===== src/rtl/branch_predict_unit_pkg.sv =====
// Shared constants and helpers for the branch predict unit:
// funct3 encodings, 2-bit counter states and the saturating update.
package branch_pkg;

  // Branch condition encodings (funct3 field)
  localparam logic [2:0] F3_BEQ  = 3'b000;
  localparam logic [2:0] F3_BNE  = 3'b001;
  localparam logic [2:0] F3_BLT  = 3'b100;
  localparam logic [2:0] F3_BGE  = 3'b101;
  localparam logic [2:0] F3_BLTU = 3'b110;
  localparam logic [2:0] F3_BGEU = 3'b111;

  // 2-bit saturating counter states
  localparam logic [1:0] CNT_SNT = 2'b00;  // strongly not-taken
  localparam logic [1:0] CNT_WNT = 2'b01;  // weakly not-taken
  localparam logic [1:0] CNT_WT  = 2'b10;  // weakly taken
  localparam logic [1:0] CNT_ST  = 2'b11;  // strongly taken

  // Move the counter one step toward the observed outcome, clamping at the ends.
  function automatic logic [1:0] cnt_update(input logic [1:0] cnt, input logic taken);
    logic [1:0] nxt;
    if (taken) begin
      nxt = (cnt == CNT_ST) ? CNT_ST : cnt + 2'd1;
    end else begin
      nxt = (cnt == CNT_SNT) ? CNT_SNT : cnt - 2'd1;
    end
    return nxt;
  endfunction

endpackage


===== src/rtl/branch_predict_unit_if.sv =====
// Bus between the pipeline (fetch lookup + execute resolve) and the predict unit.
// master = pipeline side, slave = branch_predict_unit.
interface branch_predict_unit_if #(
  parameter int XLEN = 32
);
  // Fetch-side lookup
  logic [XLEN-1:0] pred_pc;
  logic            pred_taken;
  // Execute-side resolution
  logic            res_valid;
  logic [XLEN-1:0] res_pc;
  logic [2:0]      res_funct3;
  logic [XLEN-1:0] res_rs1;
  logic [XLEN-1:0] res_rs2;
  logic            res_pred_taken;
  // Registered resolution results
  logic            out_valid;
  logic            out_taken;
  logic            out_mispredict;
  logic            out_illegal;
  // Statistics
  logic            stat_clear;
  logic [31:0]     stat_branches;
  logic [31:0]     stat_mispredicts;

  modport master (
    output pred_pc, res_valid, res_pc, res_funct3, res_rs1, res_rs2,
           res_pred_taken, stat_clear,
    input  pred_taken, out_valid, out_taken, out_mispredict, out_illegal,
           stat_branches, stat_mispredicts
  );

  modport slave (
    input  pred_pc, res_valid, res_pc, res_funct3, res_rs1, res_rs2,
           res_pred_taken, stat_clear,
    output pred_taken, out_valid, out_taken, out_mispredict, out_illegal,
           stat_branches, stat_mispredicts
  );
endinterface


===== src/rtl/branch_cond.sv =====
// Combinational branch comparator: evaluates the funct3 condition on a/b
// and flags the two unused encodings (010, 011) as illegal.
module branch_cond
  import branch_pkg::*;
#(
  parameter int XLEN = 32
) (
  input  logic [2:0]      funct3_i,
  input  logic [XLEN-1:0] a_i,
  input  logic [XLEN-1:0] b_i,
  output logic            taken_o,
  output logic            illegal_o
);

  logic eq;
  logic lt_s;
  logic lt_u;

  assign eq   = (a_i == b_i);
  assign lt_s = ($signed(a_i) < $signed(b_i));
  assign lt_u = (a_i < b_i);

  // Select the condition; illegal encodings never report taken.
  always_comb begin
    taken_o   = 1'b0;
    illegal_o = 1'b0;
    case (funct3_i)
      F3_BEQ:  taken_o = eq;
      F3_BNE:  taken_o = ~eq;
      F3_BLT:  taken_o = lt_s;
      F3_BGE:  taken_o = ~lt_s;
      F3_BLTU: taken_o = lt_u;
      F3_BGEU: taken_o = ~lt_u;
      default: illegal_o = 1'b1;
    endcase
  end

endmodule


===== src/rtl/branch_predict_unit.sv =====
// Branch predict unit: direct-mapped table of 2-bit counters looked up
// combinationally by fetch, updated by execute resolutions, with registered
// resolution results and wrap-around statistics counters.
module branch_predict_unit
  import branch_pkg::*;
#(
  parameter int         XLEN      = 32,
  parameter int         BHT_DEPTH = 64,
  parameter logic [1:0] CNT_INIT  = CNT_WNT
) (
  input logic                clk,
  input logic                rst,
  branch_predict_unit_if.slave bus
);

  localparam int IDX_W = (BHT_DEPTH > 1) ? $clog2(BHT_DEPTH) : 1;

  logic [1:0]       bht_q [BHT_DEPTH];
  logic [IDX_W-1:0] pred_idx;
  logic [IDX_W-1:0] res_idx;

  logic cond_taken;
  logic cond_illegal;
  logic res_legal;

  logic out_valid_q,      out_valid_d;
  logic out_taken_q,      out_taken_d;
  logic out_mispredict_q, out_mispredict_d;
  logic out_illegal_q,    out_illegal_d;

  logic [31:0] stat_branches_q,    stat_branches_d;
  logic [31:0] stat_mispredicts_q, stat_mispredicts_d;

  // Word-aligned PCs: the two low bits and everything above the index are not used.
  assign pred_idx = bus.pred_pc[IDX_W+1:2];
  assign res_idx  = bus.res_pc[IDX_W+1:2];

  logic unused_pc_bits;
  assign unused_pc_bits = ^{bus.pred_pc[XLEN-1:IDX_W+2], bus.pred_pc[1:0],
                            bus.res_pc[XLEN-1:IDX_W+2],  bus.res_pc[1:0]};

  // Prediction is the counter MSB, i.e. state weakly-taken or above.
  assign bus.pred_taken = (bht_q[pred_idx] >= CNT_WT);

  branch_cond #(
    .XLEN(XLEN)
  ) u_cond (
    .funct3_i (bus.res_funct3),
    .a_i      (bus.res_rs1),
    .b_i      (bus.res_rs2),
    .taken_o  (cond_taken),
    .illegal_o(cond_illegal)
  );

  assign res_legal = bus.res_valid & ~cond_illegal;

  // Counter table: only a legal resolve trains its entry. The lookup reads the
  // register, so a same-cycle lookup sees the pre-update value.
  always_ff @(posedge clk or posedge rst) begin
    if (rst) begin
      for (int i = 0; i < BHT_DEPTH; i++) begin
        bht_q[i] <= CNT_INIT;
      end
    end else if (res_legal) begin
      bht_q[res_idx] <= cnt_update(bht_q[res_idx], cond_taken);
    end
  end

  // Next-state for the resolution result registers and statistics.
  always_comb begin
    out_valid_d        = bus.res_valid;
    out_taken_d        = res_legal & cond_taken;
    out_mispredict_d   = res_legal & (cond_taken ^ bus.res_pred_taken);
    out_illegal_d      = bus.res_valid & cond_illegal;
    stat_branches_d    = stat_branches_q;
    stat_mispredicts_d = stat_mispredicts_q;
    if (bus.stat_clear) begin
      // Clear wins: an event resolving in this cycle is dropped from the stats.
      stat_branches_d    = 32'd0;
      stat_mispredicts_d = 32'd0;
    end else if (res_legal) begin
      stat_branches_d    = stat_branches_q + 32'd1;
      stat_mispredicts_d = stat_mispredicts_q + {31'd0, out_mispredict_d};
    end
  end

  // Result and statistics registers.
  always_ff @(posedge clk or posedge rst) begin
    if (rst) begin
      out_valid_q        <= 1'b0;
      out_taken_q        <= 1'b0;
      out_mispredict_q   <= 1'b0;
      out_illegal_q      <= 1'b0;
      stat_branches_q    <= 32'd0;
      stat_mispredicts_q <= 32'd0;
    end else begin
      out_valid_q        <= out_valid_d;
      out_taken_q        <= out_taken_d;
      out_mispredict_q   <= out_mispredict_d;
      out_illegal_q      <= out_illegal_d;
      stat_branches_q    <= stat_branches_d;
      stat_mispredicts_q <= stat_mispredicts_d;
    end
  end

  assign bus.out_valid        = out_valid_q;
  assign bus.out_taken        = out_taken_q;
  assign bus.out_mispredict   = out_mispredict_q;
  assign bus.out_illegal      = out_illegal_q;
  assign bus.stat_branches    = stat_branches_q;
  assign bus.stat_mispredicts = stat_mispredicts_q;

endmodule


===== src/flat_wrapper.sv =====
// flat-port wrapper written by rule: the top's interface ports become plain ports
module branch_predict_unit_flat import branch_pkg::*;
#(
  parameter int         XLEN      = 32,
  parameter int         BHT_DEPTH = 64,
  parameter logic [1:0] CNT_INIT  = CNT_WNT
)
  (clk, rst, bus_pred_pc, bus_res_valid, bus_res_pc, bus_res_funct3, bus_res_rs1, bus_res_rs2, bus_res_pred_taken, bus_stat_clear, bus_pred_taken, bus_out_valid, bus_out_taken, bus_out_mispredict, bus_out_illegal, bus_stat_branches, bus_stat_mispredicts);
  branch_predict_unit_if #(.XLEN(XLEN)) bus_i ();
  input logic clk;
  input logic rst;
  input wire logic [$bits(bus_i.pred_pc)-1:0] bus_pred_pc;
  input wire logic [$bits(bus_i.res_valid)-1:0] bus_res_valid;
  input wire logic [$bits(bus_i.res_pc)-1:0] bus_res_pc;
  input wire logic [$bits(bus_i.res_funct3)-1:0] bus_res_funct3;
  input wire logic [$bits(bus_i.res_rs1)-1:0] bus_res_rs1;
  input wire logic [$bits(bus_i.res_rs2)-1:0] bus_res_rs2;
  input wire logic [$bits(bus_i.res_pred_taken)-1:0] bus_res_pred_taken;
  input wire logic [$bits(bus_i.stat_clear)-1:0] bus_stat_clear;
  output wire logic [$bits(bus_i.pred_taken)-1:0] bus_pred_taken;
  output wire logic [$bits(bus_i.out_valid)-1:0] bus_out_valid;
  output wire logic [$bits(bus_i.out_taken)-1:0] bus_out_taken;
  output wire logic [$bits(bus_i.out_mispredict)-1:0] bus_out_mispredict;
  output wire logic [$bits(bus_i.out_illegal)-1:0] bus_out_illegal;
  output wire logic [$bits(bus_i.stat_branches)-1:0] bus_stat_branches;
  output wire logic [$bits(bus_i.stat_mispredicts)-1:0] bus_stat_mispredicts;
  assign bus_i.pred_pc = bus_pred_pc;
  assign bus_i.res_valid = bus_res_valid;
  assign bus_i.res_pc = bus_res_pc;
  assign bus_i.res_funct3 = bus_res_funct3;
  assign bus_i.res_rs1 = bus_res_rs1;
  assign bus_i.res_rs2 = bus_res_rs2;
  assign bus_i.res_pred_taken = bus_res_pred_taken;
  assign bus_i.stat_clear = bus_stat_clear;
  assign bus_pred_taken = bus_i.pred_taken;
  assign bus_out_valid = bus_i.out_valid;
  assign bus_out_taken = bus_i.out_taken;
  assign bus_out_mispredict = bus_i.out_mispredict;
  assign bus_out_illegal = bus_i.out_illegal;
  assign bus_stat_branches = bus_i.stat_branches;
  assign bus_stat_mispredicts = bus_i.stat_mispredicts;
  branch_predict_unit #(.XLEN(XLEN), .BHT_DEPTH(BHT_DEPTH), .CNT_INIT(CNT_INIT)) u_core (.clk(clk), .rst(rst), .bus(bus_i));
endmodule

===== config.mk =====
export PLATFORM = sky130hd
export DESIGN_NAME = branch_predict_unit_flat
export DESIGN_NICKNAME = d
export VERILOG_FILES = /design/src/rtl/branch_predict_unit_pkg.sv /design/src/rtl/branch_predict_unit_if.sv /design/src/rtl/branch_cond.sv /design/src/rtl/branch_predict_unit.sv /design/src/flat_wrapper.sv
export SDC_FILE = /design/constraint.sdc
export NUM_CORES = 1
export LEC_CHECK = 0
export CAP_MARGIN = 5
export CORE_MARGIN = 8
export CORE_UTILIZATION = 30
export DETAILED_ROUTE_END_ITERATION = 8
export REMOVE_ABC_BUFFERS = 1
export SYNTH_ARGS = -nofsm -noshare
export SYNTH_HDL_FRONTEND = slang
export SYNTH_SLANG_ARGS = --single-unit

===== constraint.sdc =====
create_clock -name clk -period 7.4 [get_ports clk]
set_input_delay 1.48 -clock clk [delete_from_list [all_inputs] [get_ports clk]]
set_output_delay 1.48 -clock clk [all_outputs]
set_load 0.02 [all_outputs]

==> results of run 1 <==
[routing by layer]
metal	track usage (%)	part of all wire (%)	vias to the layer above
li1	-	-	4225
met2	24.1	49	246
met1	18.4	43	4288
met4	6.00	3.2	0
met3	2.24	4.8	62
met5	0	0	-
[critical path: stages]
cell and delay (ns):
clkdlybuf4s50_1 1.07, mux4_2 0.59, mux4_2 0.46, mux4_2 0.49
clkdlybuf4s50_1 0.55
[registers in the layout (all words and copies together), names as in the netlist]
name and count:
u_core.bus.stat_branches 32, u_core.bus.out_illegal 1, u_core.bus.out_taken 1, u_core.bus.out_valid 1
u_core.bus.stat_mispredicts 32, u_core.bus.out_mispredict 1, u_core.bht_q 128
[kinds of logic (layout without fill, tap and decap cells)]
| family | count (synthesis) | in the layout | share of synthesized area (%) |
|---|---|---|---|
| multiplexers | 57 | 57 | 8.57 |
| buffers and inverters | 89 | 242 | 3.91 |
| flip-flops | 196 | 196 | 46.3 |
| AO/OA/AOI/OAI | 238 | 238 | 14.3 |
| adder cells (fa/ha/maj) | 37 | 37 | 4.26 |
| AND/OR/NAND/NOR | 447 | 447 | 18.2 |
| XOR/XNOR | 56 | 56 | 4.55 |
[cell usage in the layout, fill, tap and decap left out, drive strengths merged, types with 5 or more instances in the layout]
cell type,instances
nand2,243
o21ai,151
clkdlybuf4s50,149
dfrtp,132
nor2,80
dfstp,64
inv,49
a21oi,40
xor2,40
ha,35
nand3,31
mux4,27
nand4,19
and3,19
clkbuf,19
mux2i,18
nor3,18
buf,17
xnor2,16
a221oi,12
mux2,12
or3,10
nor2b,7
a22oi,6
and4,5
o2bb2ai,5
[worst min-delay path by stage]
stage                     slack [ns]          endpoint  depth (start not counted)
after global placement          0.45  u_core.bht_q[60]                          2
after detailed placement        0.45  u_core.bht_q[60]                          2
after CTS                       0.46  u_core.bht_q[60]                          2
after global routing            0.48  u_core.bht_q[58]                          2
after floorplan                 0.44  u_core.bht_q[58]                          2
final                           0.47  u_core.bht_q[58]                          2
[power by group]
part           internal, uW  switching, uW  total [uW]
combinational           168            239         407
sequential             1190           58.6        1250
clock                   445            436         880
total                  1800            733        2530
[per-stage QoR]
stage	instance area, um2	total power (uW)	setup slack, ns	hold WS [ns]
floorplan	10500	1490	0.685	0.441
global placement	12700	1660	1.30	0.449
detailed placement	12700	1670	1.26	0.454
CTS	13300	2560	1.26	0.464
global route	13300	2650	1.23	0.476
finish	13300	2530	1.28	0.466
[layout make-up]
class,count,area (um2),area share (%)
multi-input combinational,835,5390,40.6
sequential,196,4980,37.5
timing repair buffer,166,1610,12.1
tap,461,577,4.34
clock buffer,19,443,3.34
inverter,44,173,1.30
clock inverter,13,100,0.754
==> qor.csv, run 1 <==
metric,value,unit
die-area,0.0422,mm2
die_w,206,um
yosys.area.top_type,dfrtp_1,
design.portCount,205,
grt_pass1_wl,48700,um
design.core.area,0.0355,mm2
rsz0062_at_grt,no,
tritoncts,yes,
holdCritPathClass,flip-flop to flip-flop,
min_from,u_core.bht_q[58],
relSlewSlack,17.6,%
grt_max_degree,150,
clk_pin_slew,0.07,ns
async_flop_share,100,%
synth-edff-count,0,
ys_warn_count,0,
drv_cap,0,
worstRegToRegCells,9,
overflow,0,
numClockSinks,196,
synth_area_leaders,"dfrtp_1 31%, dfstp_2 16%, nand2_1 8.5%, mux4_2 5.6%, o21ai_0 4.2%",
ys_seq_area_share,46.3,%
cts.repair.resized,0,
synthMostInstantiatedCell,nand2_1,
crit_fanout,15,
routed_wl,30600,um
setup_viol,0,
worst_slew_pin_slew,1.24,ns
min_period,6.12,ns
htreeDepth,4,
hpwl,21600,um
synth_cell_types,52,
clockRootBuffer,clkbuf_16,
finalHoldViolations,0,
critPathKind,primary input to output pin,
synth_area_per_cell,9.62,um2
critPathLaunch,bus_pred_pc[3],
ys_ff_latch,196,
rr_endpoint,u_core.bht_q[121],
cts_buffers,17,
drive_above_1_share,16.3,%
grt_usage,14.4,%
postCtsHoldBufs,0,
power_density,191,mW/mm2
antenna_found_initial,0,
leakage,0.00537,uW
clock_latency,0.44,ns
drc_errors,0,
cts_buffer_depth,2,
die_h,206,um
dp_cells,1702,
finalCritPeriodShare,82.7,%
final_net_count,1431,
grt_pass1_vias,8827,
setup.worst_path.start_class,primary input,
status,finished clean,
crit_arrival,4.64,ns
vias_per_cell,5.09,
required,5.92,ns
fin_cells,1734,
fmax,0.163,GHz
num_vias,8821,
gp_congestion,0.832,
vdd_ir_drop_max,0.000109,V
netlist_instances,1120,
yosys.area.top_type_share,30.7,%
place.port_buffers,152,
nFillCells,3570,
critPathCaptureType,output pin,
synthFlopType,dfrtp_1,
finClkSkew,0.0110,ns
finalMaxSlewViolations,0,
worstReg2RegStart,u_core.bht_q[56],
fin_util,37.4,%
synthTopCellsByCount,"243 x nand2_1, 132 x dfrtp_1, 91 x o21ai_0",
dr.pass1.iters,6,
netlist_area,0.0108,mm2
fin_tns_setup,0,ns
area_delta_synth_final,23.2,%
post_cts_buffers,0,
antenna_left,0,
num_rows,69,
drt-wirelength-per-cell,17.7,um
initialDrtViolationCount,649,
rrSetupSlack,3.80,ns
endpoint,bus_pred_taken,
antenna_cells,0,
start_util,30.4,%
Power figures use the tool's default switching activity.
==> run 2, diff against run 1 <==
==> constraint.sdc (replaced) <==
create_clock -name clk -period 6.15 [get_ports clk]
set_input_delay 1.23 -clock clk [delete_from_list [all_inputs] [get_ports clk]]
set_output_delay 1.23 -clock clk [all_outputs]
set_load 0.02 [all_outputs]
==> run 2 against run 1 <==
Against the previous run:
- sequential share of layout area down 0.43 points
- clock power is 33% higher
- largest cell class unchanged
- setup slack worse by 0.55 ns
- final cell count rose by 0.52%
- clock skew decreased by 0.0040 ns
- critical path depth increased by 1
- global-route usage fell by 0.14 points
- sequential power grew 20%
==> qor.csv, run 2 (synthesized netlist as in run 1, its figures left out) <==
metric,value,unit,change
num_rows,69,,unchanged
area_delta_synth_final,24.7,%,
cts.repair.resized,0,,unchanged
wl_met1,13000,um,-0.90%
p_int,2310,uW,+28%
drc_errors,0,,unchanged
fin_util,37.9,%,+0.44 points
power_frac_clock,36.9,%,+2.2 points
min_from,u_core.bht_q[48],,
postCtsHoldBufs,0,,unchanged
routed_wl,30100,um,-1.7%
setup.worst_path.start_class,primary input,,
die_w,206,um,unchanged
rsz0062_at_grt,no,,
grt_pass1_vias,8556,,-3.1%
design.portCount,205,,unchanged
layout_common_cells,"243 x nand2_1, 149 x clkdlybuf4s50_1, 132 x dfrtp_1",,
die_h,206,um,unchanged
gp_congestion,0.833,,+0.12%
critPathKind,primary input to output pin,,
vdd_ir_drop_max,0.000146,V,+34%
final_net_count,1440,,+0.63%
holdCritPathClass,flip-flop to flip-flop,,
met3_wirelength,1400,um,-4.5%
worstReg2RegStart,u_core.bht_q[56],,
cpPeakStageDelay,0.62,ns,-0.45 ns
finalCritPeriodShare,88.1,%,
die-area,0.0422,mm2,unchanged
required,4.92,ns,-1.00 ns
power,3170,uW,+25%
power_density,236,mW/mm2,+24%
critPathCaptureType,output pin,,
grt_max_degree,130,,-13%
dp_cells,1711,,+0.53%
design.core.area,0.0355,mm2,unchanged
grt_usage,14.3,%,-0.14 points
cts_buffer_depth,2,,unchanged
min_to,u_core.bht_q[48],,
crit_fanout,16,,+1
start_util,30.4,%,unchanged
p_seq_share,47.3,%,-1.9 points
drive_above_1_share,16.8,%,+0.51 points
antenna_cells,0,,unchanged
placedInstanceArea,0.0128,mm2,+0.59%
min_path_cells,2,,unchanged
htreeDepth,4,,unchanged
post_cts_buffers,0,,unchanged
dr.pass1.iters,5,,-1
fmax,0.185,GHz,
clockRootBuffer,clkbuf_16,,
vias_per_cell,4.97,,-2.3%
worstRegToRegCells,9,,unchanged
min_period,5.42,ns,
numClockSinks,196,,unchanged
cts_buffers,17,,unchanged
status,finished clean,,
final_area,0.0134,mm2,+1.2%
fin_cells,1743,,+0.52%
antenna_found_initial,0,,unchanged
initialDrtViolationCount,558,,-14%
switching_share,27.0,%,-2.0 points
largest_register_ffs,128,,unchanged
leakage,0.00546,uW,+1.6%
wl_met2,14800,um,-2.1%
finClkSkew,0.00708,ns,-0.00396 ns
antenna_left,0,,unchanged
finalHoldViolations,0,,unchanged
crit_arrival,4.19,ns,-0.45 ns
drv_cap,0,,unchanged
overflow,0,,unchanged
combPwrFrac,15.8,%,-0.3 points
setup_viol,0,,unchanged
crit_path_frequent_cell,mux4_2,,
worst_slew_pin_slew,1.25,ns,+0.00864 ns
worstPathCellList,clkdlybuf4s50_1 -> buf_4 -> mux4_2 -> mux4_2 -> mux4_2 -> clkdlybuf4s50_1,,
relSlewSlack,17.0,%,-0.58 points
cpMaxStageDelayCell,mux4_2,,
tritoncts,yes,,
top_layer_used,met4,,
grt_pass1_wl,48100,um,-1.1%
mostFrequentLayoutCell,nand2_1,,
hpwl,21700,um,+0.18%
clock_latency,0.43,ns,about the same
finalMaxSlewViolations,0,,unchanged
place.port_buffers,152,,unchanged
drt-wirelength-per-cell,17.3,um,-2.2%
largest-register,u_core.bht_q,,
switchingPower,854,uW,+16%
rrSetupSlack,3.11,ns,-0.69 ns
rr_endpoint,u_core.bht_q[16],,
num_vias,8664,,-1.8%
clk_pin_slew,0.07,ns,about the same
## run 2: per-layer routing
metal | track usage [%] | up-vias
li1 | - | 4233
met3 | 2.55 | 53
met2 | 23.5 | 237
met1 | 18.3 | 4141
met5 | 0 | -
met4 | 6.05 | 0
## run 2: final cells by class
type,count,area [um2]
well taps,461,577
multi-input cells,835,5390
clock inverters,10,116
inverters,44,173
clock buffers,22,507
fillers,3518,22000
flip-flops and latches,196,4980
repair buffers,175,1690
## run 2: critical path: cells and delay by family
| kind | cells | cell delay, ns |
|---|---|---|
| multiplexers | 3 | 1.58 |
| buffers and inverters | 3 | 1.37 |
## run 2: how the worst max path moves through the flow
stage	from	to	slack, ns
after CTS	bus_pred_pc[2]	bus_pred_taken	0.71
final	bus_pred_pc[2]	bus_pred_taken	0.73
after global placement	bus_res_rs2[14]	u_core.bus.stat_mispredicts[28]	0.72
after detailed placement	bus_res_rs2[7]	u_core.bus.stat_mispredicts[28]	0.68
after floorplan	rst	u_core.bht_q[101]	-0.31
after global routing	bus_pred_pc[2]	bus_pred_taken	0.64
## run 2: power groups by stage
| stage | Clock, uW | Combinational, uW | Sequential [uW] |
|---|---|---|---|
| 6_report | 1170 | 500 | 1500 |
| 5_1_grt | 1250 | 556 | 1510 |
| 4_1_cts | 1200 | 506 | 1500 |
| 3_5_place_dp | 0 | 505 | 1520 |
| 3_3_place_gp | 0 | 496 | 1510 |
| 2_1_floorplan | 0 | 293 | 1500 |
## run 2: through the flow
| stage | hold WS, ns | TNS [ns] | setup slack [ns] |
|---|---|---|---|
| floorplan | 0.441 | -41.54 | -0.315 |
| global placement | 0.449 | 0 | 0.724 |
| detailed placement | 0.454 | 0 | 0.681 |
| CTS | 0.464 | 0 | 0.715 |
| global route | 0.474 | 0 | 0.643 |
| finish | 0.462 | 0 | 0.732 |
==> run 3, diff against run 2 <==
--- a/config.mk
+++ b/config.mk
@@ -9,6 +9,7 @@
 export CORE_MARGIN = 8
 export CORE_UTILIZATION = 30
 export DETAILED_ROUTE_END_ITERATION = 8
+export MAX_ROUTING_LAYER = met4
 export REMOVE_ABC_BUFFERS = 1
 export SYNTH_ARGS = -nofsm -noshare
 export SYNTH_HDL_FRONTEND = slang
==> run 3 against run 2 <==
Against the previous run:
- maximum frequency increased by 0.17%
- flip-flop and latch count unchanged
- design area unchanged
- final cell count unchanged
- via count increased by 0.15%
- worst hold slack about the same
- critical path depth unchanged
- critical path type unchanged
==> qor.csv, run 3 (synthesized netlist as in run 1, its figures left out) <==
metric,value,unit,change
status,finished clean,,
htreeDepth,4,,unchanged
clock_latency,0.43,ns,about the same
antenna_found_initial,0,,unchanged
rsz0062_at_grt,no,,
drt-wirelength-per-cell,17.3,um,-0.14%
power_density,236,mW/mm2,about the same
largest_register_ffs,128,,unchanged
finClkSkew,0.00665,ns,-0.000437 ns
clockRootBuffer,clkbuf_16,,
grt_usage,14.7,%,+0.41 points
num_rows,69,,unchanged
fmax,0.185,GHz,+0.17%
holdCritPathClass,flip-flop to flip-flop,,
die_w,206,um,unchanged
grt_max_degree,130,,unchanged
leakage,0.00546,uW,unchanged
finalMaxSlewViolations,0,,unchanged
grt_pass1_vias,8568,,+0.14%
start_util,30.4,%,unchanged
worstPathCellList,clkdlybuf4s50_1 -> buf_4 -> mux4_2 -> mux4_2 -> mux4_2 -> clkdlybuf4s50_1,,
cts_buffer_depth,2,,unchanged
min_period,5.41,ns,-0.00943 ns
die-area,0.0422,mm2,unchanged
grt_pass1_wl,48000,um,-0.20%
mostFrequentLayoutCell,nand2_1,,
design.portCount,205,,unchanged
overflow,0,,unchanged
area_delta_synth_final,24.7,%,unchanged
tritoncts,yes,,
dp_cells,1711,,unchanged
dr.pass1.iters,6,,+1
worstReg2RegStart,u_core.bht_q[56],,
drive_above_1_share,16.8,%,unchanged
routed_wl,30100,um,-0.14%
antenna_cells,0,,unchanged
num_vias,8677,,+0.15%
clk_pin_slew,0.07,ns,about the same
gp_congestion,0.846,,+1.5%
finalCritPeriodShare,87.9,%,-0.15 points
cpPeakStageDelay,0.62,ns,about the same
post_cts_buffers,0,,unchanged
critPathLaunch,bus_pred_pc[2],,
crit_fanout,16,,unchanged
cts_buffers,17,,unchanged
drv_cap,0,,unchanged
final_net_count,1440,,unchanged
largest-register,u_core.bht_q,,
setup.worst_path.start_class,primary input,,
crit_arrival,4.18,ns,about the same
cts.repair.resized,0,,unchanged
layout_common_cells,"243 x nand2_1, 149 x clkdlybuf4s50_1, 132 x dfrtp_1",,
die_h,206,um,unchanged
vdd_ir_drop_max,0.000147,V,+0.26%
fin_cells,1743,,unchanged
place.port_buffers,152,,unchanged
fin_util,37.9,%,unchanged
pre_cts_ws,0.681,ns,unchanged
min_from,u_core.bht_q[48],,
setup_viol,0,,unchanged
antenna_left,0,,unchanged
hpwl,21700,um,unchanged
critPathKind,primary input to output pin,,
initialDrtViolationCount,597,,+7.0%
worst_slew_pin_slew,1.22,ns,-0.0264 ns
required,4.92,ns,about the same
crit_path_frequent_cell,mux4_2,,
vias_per_cell,4.98,,+0.15%
finalHoldViolations,0,,unchanged
cpMaxStageDelayCell,mux4_2,,
relSlewSlack,18.7,%,+1.8 points
postCtsHoldBufs,0,,unchanged
design.core.area,0.0355,mm2,unchanged
drc_errors,0,,unchanged
critPathCaptureType,output pin,,
fin_ws,0.741,ns,+0.00943 ns
numClockSinks,196,,unchanged
==> run 3: worst paths after layout <==
kind	endpoint	slack [ns]	cells after the start
hold reg to reg	u_core.bht_q[48]	0.46	2
min in group asynchronous	u_core.bus.stat_mispredicts[18]	1.37	2
hold / removal	u_core.bht_q[48]	0.46	2
setup / recovery	bus_pred_taken	0.74	6
max in group asynchronous	u_core.bht_q[124]	3.67	3
setup reg to reg	u_core.bht_q[46]	3.08	9
==> run 3: cell type report <==
type / count / area, um2
fillers: 3518 / 22000
clock buffers: 22 / 507
well taps: 461 / 577
repair buffers: 175 / 1690
flip-flops and latches: 196 / 4980
inverters: 44 / 173
clock inverters: 10 / 116
multi-input cells: 835 / 5390
==> run 3: power by group <==
group	switching (uW)	total [uW]	internal, uW
combinational	287	500	213
clock	499	1170	671
sequential	67.5	1500	1430
==> run 3: critical path: cells and delay by family <==
kind | cells | cell delay, ns
multiplexers | 3 | 1.59
buffers and inverters | 3 | 1.36
==> run 3: stage by stage <==
stage / instance area, um2 / hold WS [ns] / power, uW / setup TNS, ns
after floorplan: 10500 / 0.441 / 1790 / -41.54
after global placement: 12800 / 0.449 / 2010 / 0
after detailed placement: 12800 / 0.454 / 2020 / 0
after global routing: 13400 / 0.474 / 3310 / 0
final: 13400 / 0.462 / 3170 / 0
after CTS: 13400 / 0.464 / 3200 / 0
==> run 3: metal layers <==
layer	part of all wire (%)	up-vias	routed length [um]	GRT usage, %
li1	-	4241	-	-
met4	3.1	0	919	5.97
met3	4.1	54	1240	2.36
met5	0	-	0	-
met2	49	229	14800	23.5
met1	44	4153	13100	18.4
